File: config.mk
export PLATFORM = sky130hd
export DESIGN_NAME = rv_mem
export DESIGN_NICKNAME = d
export VERILOG_FILES = /design/src/rtl/rv_mem_pkg.sv /design/src/rtl/rv_mem_align.sv /design/src/rtl/rv_mem.sv
export SDC_FILE = /design/constraint.sdc
export NUM_CORES = 1
export LEC_CHECK = 0
export CAP_MARGIN = 20
export CORE_AREA = 2 2 98 137
export CTS_BUF_LIST = sky130_fd_sc_hd__clkbuf_16
export CTS_CLUSTER_DIAMETER = 30
export DETAILED_ROUTE_END_ITERATION = 16
export DIE_AREA = 0 0 100 139
export PLACE_DENSITY = 0.8
export SKIP_CTS_REPAIR_TIMING = 1
export SYNTH_ARGS = -nofsm -noshare
export SYNTH_HDL_FRONTEND = slang
export SYNTH_SLANG_ARGS = --single-unit
File: constraint.sdc
create_clock -name clk -period 2.1 [get_ports clk]
set_input_delay 0.42 -clock clk [delete_from_list [all_inputs] [get_ports clk]]
set_output_delay 0.42 -clock clk [all_outputs]
set_load 0.02 [all_outputs]
File: src/rtl/rv_mem_pkg.sv
// Shared types for the FROG RV32I memory-access stage.
package rv_mem_pkg;

    typedef enum logic [1:0] {
        MEM_B = 2'd0,
        MEM_H = 2'd1,
        MEM_W = 2'd2
    } t_mem_size;

    typedef enum logic [1:0] {
        SEL_WB_ALU = 2'd0,
        SEL_WB_MEM = 2'd1,
        SEL_WB_PC4 = 2'd2
    } t_sel_wb;

    typedef enum logic {
        ST_IDLE     = 1'b0,
        ST_WAIT_RSP = 1'b1
    } t_mem_state;

    typedef struct packed {
        logic       mem_rd_en;
        logic       mem_wr_en;
        t_mem_size  mem_size;
        logic       mem_unsigned;
        t_sel_wb    sel_wb;
        logic [4:0] rd_Q103H;
        logic       reg_write_en_Q103H;
    } t_mem_ctrl;

    // Halfwords need bit 0 clear, words need both low bits clear.
    function automatic logic addr_misaligned(input t_mem_size size, input logic [1:0] lo);
        case (size)
            MEM_H:   return lo[0];
            MEM_W:   return (lo != 2'b00);
            default: return 1'b0;
        endcase
    endfunction

endpackage

File: src/rtl/rv_mem_align.sv
// Byte-lane steering: store byte enables and replication, load extraction and extension.
import rv_mem_pkg::*;

module rv_mem_align (
    input  t_mem_size   size,
    input  logic        unsigned_ld,
    input  logic [1:0]  addr_lo,
    input  logic [31:0] wd,
    input  logic [31:0] rdata,
    output logic [3:0]  be,
    output logic [31:0] wdata,
    output logic [31:0] ld_data
);

    logic [7:0]  ld_byte;
    logic [15:0] ld_half;

    // Store side: lanes enabled by size and address, data replicated across lanes.
    always_comb begin
        be    = 4'b1111;
        wdata = wd;
        case (size)
            MEM_B: begin
                be    = 4'b0001 << addr_lo;
                wdata = {4{wd[7:0]}};
            end
            MEM_H: begin
                be    = addr_lo[1] ? 4'b1100 : 4'b0011;
                wdata = {2{wd[15:0]}};
            end
            default: begin
                be    = 4'b1111;
                wdata = wd;
            end
        endcase
    end

    // Load side: pick the addressed lane, then zero or sign extend.
    always_comb begin
        case (addr_lo)
            2'd0:    ld_byte = rdata[7:0];
            2'd1:    ld_byte = rdata[15:8];
            2'd2:    ld_byte = rdata[23:16];
            default: ld_byte = rdata[31:24];
        endcase
        ld_half = addr_lo[1] ? rdata[31:16] : rdata[15:0];
        case (size)
            MEM_B:   ld_data = unsigned_ld ? {24'd0, ld_byte} : {{24{ld_byte[7]}}, ld_byte};
            MEM_H:   ld_data = unsigned_ld ? {16'd0, ld_half} : {{16{ld_half[15]}}, ld_half};
            default: ld_data = rdata;
        endcase
    end

endmodule

File: src/rtl/rv_mem.sv
// FROG RV32I memory-access stage: data-memory handshake, stall control, Q104H write-back register.
import rv_mem_pkg::*;

module rv_mem (
    input  logic        clk,
    input  logic        rst,
    input  t_mem_ctrl   ctrl,
    input  logic        flush_Q103H,
    input  logic [31:0] alu_out_Q103H,
    input  logic [31:0] pc_plus4_Q103H,
    input  logic [31:0] dmem_wr_data_Q103H,
    output logic        dmem_req_valid,
    input  logic        dmem_req_ready,
    output logic        dmem_req_we,
    output logic [31:0] dmem_req_addr,
    output logic [3:0]  dmem_req_be,
    output logic [31:0] dmem_req_wdata,
    input  logic        dmem_rsp_valid,
    input  logic [31:0] dmem_rsp_rdata,
    output logic        stall_Q103H,
    output logic [31:0] wb_data_Q103H,
    output logic [31:0] wb_data_Q104H,
    output logic [4:0]  rd_Q104H,
    output logic        reg_write_en_Q104H,
    output logic        misalign_Q104H
);

    t_mem_state  state_q, state_d;
    logic [31:0] wb_data_q, wb_data_d;
    logic [4:0]  rd_q, rd_d;
    logic        reg_we_q, reg_we_d;
    logic        misalign_q, misalign_d;

    logic        any_mem;
    logic        misalign;
    logic        flush_eff;
    logic        mem_req;
    logic [31:0] ld_data;

    rv_mem_align u_align (
        .size        (ctrl.mem_size),
        .unsigned_ld (ctrl.mem_unsigned),
        .addr_lo     (alu_out_Q103H[1:0]),
        .wd          (dmem_wr_data_Q103H),
        .rdata       (dmem_rsp_rdata),
        .be          (dmem_req_be),
        .wdata       (dmem_req_wdata),
        .ld_data     (ld_data)
    );

    assign dmem_req_addr = {alu_out_Q103H[31:2], 2'b00};
    assign dmem_req_we   = ctrl.mem_wr_en & ~ctrl.mem_rd_en;
    assign wb_data_Q103H = (ctrl.sel_wb == SEL_WB_PC4) ? pc_plus4_Q103H : alu_out_Q103H;

    // Classify the Q103H op; a flush only counts while no load is outstanding.
    always_comb begin
        any_mem   = ctrl.mem_rd_en | ctrl.mem_wr_en;
        misalign  = any_mem & addr_misaligned(ctrl.mem_size, alu_out_Q103H[1:0]);
        flush_eff = flush_Q103H & (state_q == ST_IDLE);
        mem_req   = any_mem & ~flush_eff & ~misalign;
    end

    // Handshake FSM: request in IDLE, hold the pipe until the load response.
    always_comb begin
        state_d        = state_q;
        dmem_req_valid = 1'b0;
        stall_Q103H    = 1'b0;
        case (state_q)
            ST_IDLE: begin
                if (mem_req) begin
                    dmem_req_valid = 1'b1;
                    if (!dmem_req_ready) begin
                        stall_Q103H = 1'b1;
                    end else if (ctrl.mem_rd_en) begin
                        stall_Q103H = 1'b1;
                        state_d     = ST_WAIT_RSP;
                    end
                end
            end
            ST_WAIT_RSP: begin
                if (dmem_rsp_valid) begin
                    state_d = ST_IDLE;
                end else begin
                    stall_Q103H = 1'b1;
                end
            end
            default: state_d = ST_IDLE;
        endcase
    end

    // Next Q104H contents: real result when the stage advances, bubble while stalled.
    always_comb begin
        wb_data_d  = wb_data_q;
        rd_d       = rd_q;
        reg_we_d   = 1'b0;
        misalign_d = 1'b0;
        if (!stall_Q103H) begin
            wb_data_d  = (ctrl.sel_wb == SEL_WB_MEM) ? ld_data : wb_data_Q103H;
            rd_d       = ctrl.rd_Q103H;
            reg_we_d   = ctrl.reg_write_en_Q103H & ~flush_eff & ~misalign;
            misalign_d = misalign & ~flush_eff;
        end
    end

    // State and Q104H registers.
    always_ff @(posedge clk or negedge rst) begin
        if (!rst) begin
            state_q    <= ST_IDLE;
            wb_data_q  <= 32'd0;
            rd_q       <= 5'd0;
            reg_we_q   <= 1'b0;
            misalign_q <= 1'b0;
        end else begin
            state_q    <= state_d;
            wb_data_q  <= wb_data_d;
            rd_q       <= rd_d;
            reg_we_q   <= reg_we_d;
            misalign_q <= misalign_d;
        end
    end

    assign wb_data_Q104H      = wb_data_q;
    assign rd_Q104H           = rd_q;
    assign reg_write_en_Q104H = reg_we_q;
    assign misalign_Q104H     = misalign_q;

endmodule

After elaboration in Yosys (flattened, before gate mapping):

Cells that the tools add are included.

* register bits after elaboration: 40
* output and inout port bits: 142
* input port bits: 146

* muxes and demuxes: 23
* equality and inequality tests: 6
* shift-type cells: 1
* reductions and logical operators: 3
* bitwise logic cells: 13

Operators with widths (number)
* $mux 32: 4
* $pmux 32 s2: 2
* $pmux 8 s3: 1
* $mux 16: 1
* $mux 1: 10
* $and 1x1->1: 8
* $pmux 4 s2: 1
* $eq 2x1->1 const B: 3
* $eq 2x2->1 const B: 3
* $pmux 1 s2: 3
* $logic_not 2->1: 2
* $mux 4: 1
* $not 1->1: 4
* $shl 1x2->4 const A: 1
* $reduce_bool 2->1: 1
* $or 1x1->1: 1

Logic depth before layout (Yosys ltp):

Gate-level depths: netlist of run 1.

* depth in word-level cells: 8
* depth in mapped cells: 9

Hierarchy:

From an unflattened synthesis of run 1, not the netlist that was laid out.

* cells, all modules: 489
* area, all modules: 4493.1 um^2

By module, submodules not included
* rv_mem: times used 1, area an instance 3309.4 um^2, cells an instance 319, sequential area each 1001.0 um^2
* rv_mem_align: times used 1, area an instance 1183.6 um^2, cells an instance 170, sequential area each 0.0 um^2

Worst setup path before layout of run 1:

OpenSTA, ideal clock, no wires.

* kind: in2out
* start: input ctrl[10] (netlist name)
* end: output dmem_req_be[1]
* stages: 7
* setup slack: -0.280 ns
* data arrival time: 1.960 ns
* buffers on the path: 4
* required time: 1.680 ns
* path through: clkbuf_1 -> inv_1 -> ha_1 -> buf_2 -> buf_1 -> clkbuf_1 -> o22ai_1

* word-level cells in the longest chain between the ends: 2
* elaborated cells between the ends (all ways): 3
* classes of those cells: eq/ne: 1; mux: 1; reduce/logical: 1

RTL lines
* start, declared: RTL line rv_mem.sv:7 `input t_mem_ctrl ctrl,`
* $eq 2x1->1 / $logic_not 2->1 (equally long branches): RTL line rv_mem_align.sv:22 `case (size)`
* $pmux 4 s2 (*): RTL line rv_mem_align.sv:22
* end, declared: RTL line rv_mem.sv:16 `output logic [3:0] dmem_req_be,`

Every way passes the cells marked *; elsewhere a longest branch is shown, timed or not.

Worst setup path after layout of run 1:

* start: input alu_out_Q103H[22]
* end: output dmem_req_addr[22]

RTL lines
* start, declared: RTL line rv_mem.sv:9 `input logic [31:0] alu_out_Q103H,`
* end, declared: RTL line rv_mem.sv:15 `output logic [31:0] dmem_req_addr,`

No word-level cell between the ends.

==> qor.yml, run 1 <==
status: "finished clean"
setup_viol: 0
setup_slack_ns: 0.03350
end_kind: "output port"
clock.fmax_ghz: 0.4839
tightest_slew_ns: 0.5019
rsz0062_at_grt: "false"
ir_drop_mv: 0.2970
grt_pass1_vias: 4904
skew_ns: 0.004849
worstSetupStartpointType: "input pin"
total_power_w: 0.003747
cts_max_level: 2
nFillCells: 1102
grt_overflow: 0
gp_congestion: 0.8787
dr.pass1.iters: 4
synth-edff-count: 0
synth_xor_area_share_pct: 0
die_w_um: 100
die_y_um: 139
drv_cap: 0
drc: 0
cts_tree: "done"
avgRoutedWirePerCell_um: 19.87
antenna_cells: 0
synth_top_family_by_area: "multiplexers"
track_usage_pct: 23.41
clock-root-buffer: "clkbuf_16"
start_util_pct: 31.22
antenna_left: 0
fin_util_pct: 58.00
worstPathArrival_ns: 1.65
grt_start_max_net_pins: 31
numCtsBuffers: 5
min_period_ns: 2.066
ios: 288
synth.area.mux_share_pct: 28.54
place_inst: 853
fin_crit_sh_pct: 98.40
viasPerCell: 5.284
nets: 863
place_hpwl_um: 13830
synth_fa_ha_area_share_pct: 0.9428
portBuffers: 285
cp.required_ns: 1.68
p_leak_nw: 3.340
syn_inst: 409
power_density_nw_per_um2: 506.6
syn_area_um2: 3981
drive_gt1_share_pct: 35.57
grt_pass1_wl_um: 25920
ys_warn_count: 0
routed_wl_um: 17230
layout_common_cells: "214 x clkdlybuf4s50_1, 82 x buf_4, 73 x mux2_2"
yosys_register_bits: 40
final_cells: 867
synth-compound-area-share_pct: 26.24
clkTransAtPathRegs_ns: 0.06
maxSlewViolCount: 0
area_growth_pct: 85.76
num_vias: 4581
grt_antenna_before_repair: 0
layout_commonest_cell: "clkdlybuf4s50_1"
relSlewSlack_pct: 66.47
cts_max_path_buffers: 2
yosysSeqAreaShare_pct: 25.14
cp_max_fo: 3
cts_sinks: 40
clock_latency_ns: 0.29
synth_area_per_cell_um2: 9.734
async_flop_share_pct: 100.0
drt_iter0_drc: 141
post-place-ws_ns: -0.7921
ys_types: 46
rows: 49
final-hold-violation-count: 0
core_um2: 12750
synth-simple-area-share_pct: 5.217
die-area_um2: 13900
yosys_most_used_dff: "dfrtp_1"
worstSetupPathType: "in -> out"
worstHoldPathType: "in -> async"
metrics by stage:
step,setup TNS [ns],area (µm²),hold slack [ns]
floorplan,0,4041,0.1244
global placement,-54.16,7293,0.2192
detailed placement,-59.49,7293,0.2234
CTS,-48.96,7427,-0.08377
global route,0,7396,0.4943
finish,0,7396,0.4698
layout make-up:
type                       instances  area (µm²)  area share [%]
clock inverter                     2       8.758          0.1184
sequential                        40        1001           13.53
tap                              153       191.4           2.588
timing repair buffer             378        3525           47.66
multi-input combinational        283        2522           34.11
clock buffer                       5       125.1           1.692
inverter                           6       22.52          0.3045
metal layers:
| layer | global-route usage, % | up-vias | part of all wire, % |
|---|---|---|---|
| met5 | 0 | - | 0 |
| li1 | - | 2136 | - |
| met4 | 7.282 | 0 | 2.6 |
| met3 | 5.696 | 33 | 7.0 |
| met2 | 43.78 | 204 | 54 |
| met1 | 25.48 | 2208 | 36 |
state kept, by name (all words and copies together), names as in the netlist:
signal / flops
rd_Q104H: 5
reg_write_en_Q104H: 1
state_q: 1
misalign_Q104H: 1
wb_data_Q104H: 32
synth_stat cells, types with 6 or more instances:
master / number / area (µm²)
mux2_2: 74 / 833.3
buf_4: 44 / 330.3
dfrtp_1: 40 / 1001
mux2i_1: 28 / 280.3
o2bb2ai_1: 26 / 227.7
nand2_1: 19 / 71.32
a31oi_1: 17 / 106.4
clkbuf_1: 17 / 63.81
a21oi_1: 16 / 80.08
a22o_1: 13 / 113.9
buf_2: 11 / 55.05
a221oi_1: 9 / 78.83
a22oi_1: 9 / 67.56
a21o_1: 8 / 60.06
a2bb2oi_1: 7 / 61.31
buf_6: 6 / 67.56
report_power, final:
group          leakage, nW  switching (W)  total (W)  internal [W]
registers            0.466      0.0000755   0.000980      0.000905
clock network       0.0709       0.000299   0.000726      0.000427
logic                 2.80       0.000954    0.00204       0.00109
total                 3.34        0.00133    0.00375       0.00242
cells by family (layout without fill, tap and decap cells):
logic type / count (synthesis) / after routing
other: 1 / 2
DFF: 40 / 40
buffers and inverters: 87 / 391
adders and majority gates: 3 / 3
and+or+nand+nor: 43 / 43
AOI/OAI and AO/OA: 131 / 131
muxes: 104 / 104
worst paths after layout:
kind | endpoint | slack (ns) | cells after the start | from
hold / removal | wb_data_Q104H[12]$_DFFE_PN0P_ | 0.47 | 2 | rst
max in group asynchronous | wb_data_Q104H[24]$_DFFE_PN0P_ | 1.16 | 3 | rst
hold reg to reg | rd_Q104H[3]$_DFFE_PN0P_ | 0.49 | 1 | rd_Q104H[3]$_DFFE_PN0P_
setup / recovery | dmem_req_addr[22] | 0.03 | 3 | alu_out_Q103H[22]
setup reg to reg | rd_Q104H[3]$_DFFE_PN0P_ | 0.49 | 5 | state_q$_DFF_PN0_
min in group clk | rd_Q104H[3]$_DFFE_PN0P_ | 0.49 | 1 | rd_Q104H[3]$_DFFE_PN0P_
critical path, cell delays in order:
cell and delay (ns):
clkdlybuf4s50_1 0.50, buf_4 0.13, clkdlybuf4s50_1 0.59
No activity file was read; power rests on OpenSTA's default activity.
==> run 2, diff against run 1 <==
--- a/config.mk
+++ b/config.mk
@@ -8,10 +8,11 @@
 export CAP_MARGIN = 20
 export CORE_AREA = 2 2 98 137
 export CTS_BUF_LIST = sky130_fd_sc_hd__clkbuf_16
-export CTS_CLUSTER_DIAMETER = 30
+export CTS_CLUSTER_DIAMETER = 100
 export DETAILED_ROUTE_END_ITERATION = 16
 export DIE_AREA = 0 0 100 139
 export PLACE_DENSITY = 0.8
+export REMOVE_ABC_BUFFERS = 1
 export SKIP_CTS_REPAIR_TIMING = 1
 export SYNTH_ARGS = -nofsm -noshare
 export SYNTH_HDL_FRONTEND = slang
==> run 2 against run 1 <==
  * Power up 0.50%
  * Combinational power is essentially flat
  * Sequential power hardly changed
  * Critical path depth rose by 7
  * Sequential cell count did not move
  * Register-to-register slack gained 0.06 ns
==> qor.yml, run 2 (synthesis gave the netlist of run 1 again) <==
seq_power_share_pct: 26.0  # -0.2 points
drive_gt1_share_pct: 32.67  # -2.9 points
end_kind: "flip-flop"
status: "finished clean"
nFillCells: 1121  # +1.7%
drc: 0  # unchanged
drv_cap: 0  # unchanged
grt_antenna_before_repair: 1  # +1
cpLargestDelayFamily: "buffers and inverters"
cts_tree: "done"
setup_viol: 0  # unchanged
swShare_pct: 35.58  # +0.14 points
antenna_cells: 0  # unchanged
setup_slack_ns: 0.03866  # +0.005159 ns
relSlewSlack_pct: 64.56  # -1.9 points
num_vias: 4543  # -0.83%
avgRoutedWirePerCell_um: 20.72  # +4.3%
dr.pass1.iters: 4  # unchanged
crit_top_cell: "buf_4"
cp.required_ns: 2.32  # +0.64 ns
clock.fmax_ghz: 0.4851  # +0.25%
slowest_delay_ns: 0.39  # -0.20 ns
track_usage_pct: 23.54  # +0.13 points
worstSetupPathType: "in -> reg"
area_growth_pct: 86.58
worstPathArrival_ns: 2.28  # +0.63 ns
final-hold-violation-count: 0  # unchanged
portBuffers: 285  # unchanged
core_um2: 12750  # unchanged
internal-power_w: 0.002426  # +0.28%
viasPerCell: 5.283  # about the same
cts_max_level: 2  # unchanged
layout_commonest_cell: "clkdlybuf4s50_1"
post-place-ws_ns: -0.7444  # +0.04774 ns
fin_crit_sh_pct: 98.16  # -0.25 points
min_period_ns: 2.061  # -0.005159 ns
grt_overflow: 0  # unchanged
worstHoldPathType: "in -> async"
combPwrFrac_pct: 54.6  # about the same
die_y_um: 139  # unchanged
cts_sinks: 40  # unchanged
die_w_um: 100  # unchanged
cp_max_fo: 16  # +13
layout_common_cells: "213 x clkdlybuf4s50_1, 74 x mux2_2, 70 x buf_4"
clock_latency_ns: 0.29  # about the same
place_area_um2: 7178  # -1.6%
gp_congestion: 0.8508  # -3.2%
place_inst: 848  # -0.59%
rows: 49  # unchanged
tightest_slew_ns: 0.5316  # +0.02965 ns
clock-root-buffer: "clkbuf_16"
drt_iter0_drc: 146  # +3.5%
numCtsBuffers: 5  # unchanged
place_hpwl_um: 13970  # +0.96%
hold_ws_ns: 0.1140  # -0.3558 ns
die-area_um2: 13900  # unchanged
p_leak_nw: 3.431  # +2.7%
grt_start_max_net_pins: 31  # unchanged
maxSlewViolCount: 0  # unchanged
critPathSlowestCell: "or3b_1"
postLayoutCellArea_um2: 7428  # +0.44%
clkTransAtPathRegs_ns: 0.06  # about the same
routed_wl_um: 17820  # +3.4%
power_density_nw_per_um2: 506.9  # about the same
cts_max_path_buffers: 2  # unchanged
nets: 855  # -0.93%
ir_drop_mv: 0.2769  # -6.8%
grt_pass1_vias: 4713  # -3.9%
path_buf_inv: 6  # +3
clockPowerShare_pct: 19.4  # about the same
worstSetupStartpointType: "input pin"
start_util_pct: 31.22  # unchanged
fin_util_pct: 58.25  # +0.26 points
skew_ns: 0.008605  # +0.003756 ns
grt_pass1_wl_um: 25680  # -0.91%
worstPathCellList: "dlymetal6s2s_1 -> inv_2 -> ha_4 -> buf_4 -> buf_4 -> buf_8 -> or3b_1 -> buf_6 -> a31oi_1 -> mux2_2"
antenna_left: 0  # unchanged
ios: 288  # unchanged
p_switching_w: 0.001340  # +0.91%
final_cells: 860  # -0.81%
largest_reg_flops: 32  # unchanged
[run 2: cell count changes in the layout (fill, tap and decap cells not counted), sizes merged]
cell and change:
clkdlybuf4s50 -1, clkbuf -12, clkinv +1, buf -8
dlygate4sd3 -1, dlymetal6s2s +14
[run 2: power by group through the flow]
stage	sequential (W)	combinational (W)	clock [W]
floorplan	0.00115	0.000651	0
global placement	0.000984	0.00204	0
detailed placement	0.000989	0.00208	0
CTS	0.000978	0.00208	0.000759
global route	0.000995	0.00216	0.000793
finish	0.000979	0.00206	0.000730
[run 2: final timing paths]
| path | startpoint | end | slack [ns] | cells after the start |
|---|---|---|---|---|
| min | rst | rd_Q104H[3]$_DFFE_PN0P_ | 0.11 | 1 |
| max | ctrl[10] | wb_data_Q104H[22]$_DFFE_PN0P_ | 0.04 | 10 |
| min reg2reg | wb_data_Q104H[28]$_DFFE_PN0P_ | wb_data_Q104H[28]$_DFFE_PN0P_ | 0.49 | 1 |
| max in group asynchronous | rst | state_q$_DFF_PN0_ | 1.42 | 2 |
| max reg2reg | state_q$_DFF_PN0_ | wb_data_Q104H[28]$_DFFE_PN0P_ | 0.55 | 5 |
| min in group clk | wb_data_Q104H[28]$_DFFE_PN0P_ | wb_data_Q104H[28]$_DFFE_PN0P_ | 0.49 | 1 |
[run 2: area by class of cell]
cell class / instances / area [µm²] / area share, %
Timing Repair Buffer: 370 / 3552 / 47.82
Clock inverter: 3 / 13.76 / 0.1853
Tap cell: 153 / 191.4 / 2.577
Inverter: 6 / 22.52 / 0.3032
Sequential cell: 40 / 1001 / 13.47
Clock buffer: 5 / 125.1 / 1.684
Multi-Input combinational cell: 283 / 2522 / 33.96
[run 2: layer usage]
layer  routed length (µm)  global-route usage [%]  part of all wire, %  vias up
li1                     -                       -                    -     2125
met1                 6422                   24.88                   36     2162
met2                 9494                   45.16                   53      219
met3                 1320                   5.343                  7.4       35
met4                  576                   7.282                  3.2        2
met5                    9                       0                0.050        -
[run 2: per-stage QoR]
step | TNS (ns) | power (W)
floorplan | -59.03 | 0.001798
finish | 0 | 0.003766
CTS | -47.77 | 0.003821
global route | -0.004168 | 0.003951
detailed placement | -57.58 | 0.003065
global placement | -54.54 | 0.003027
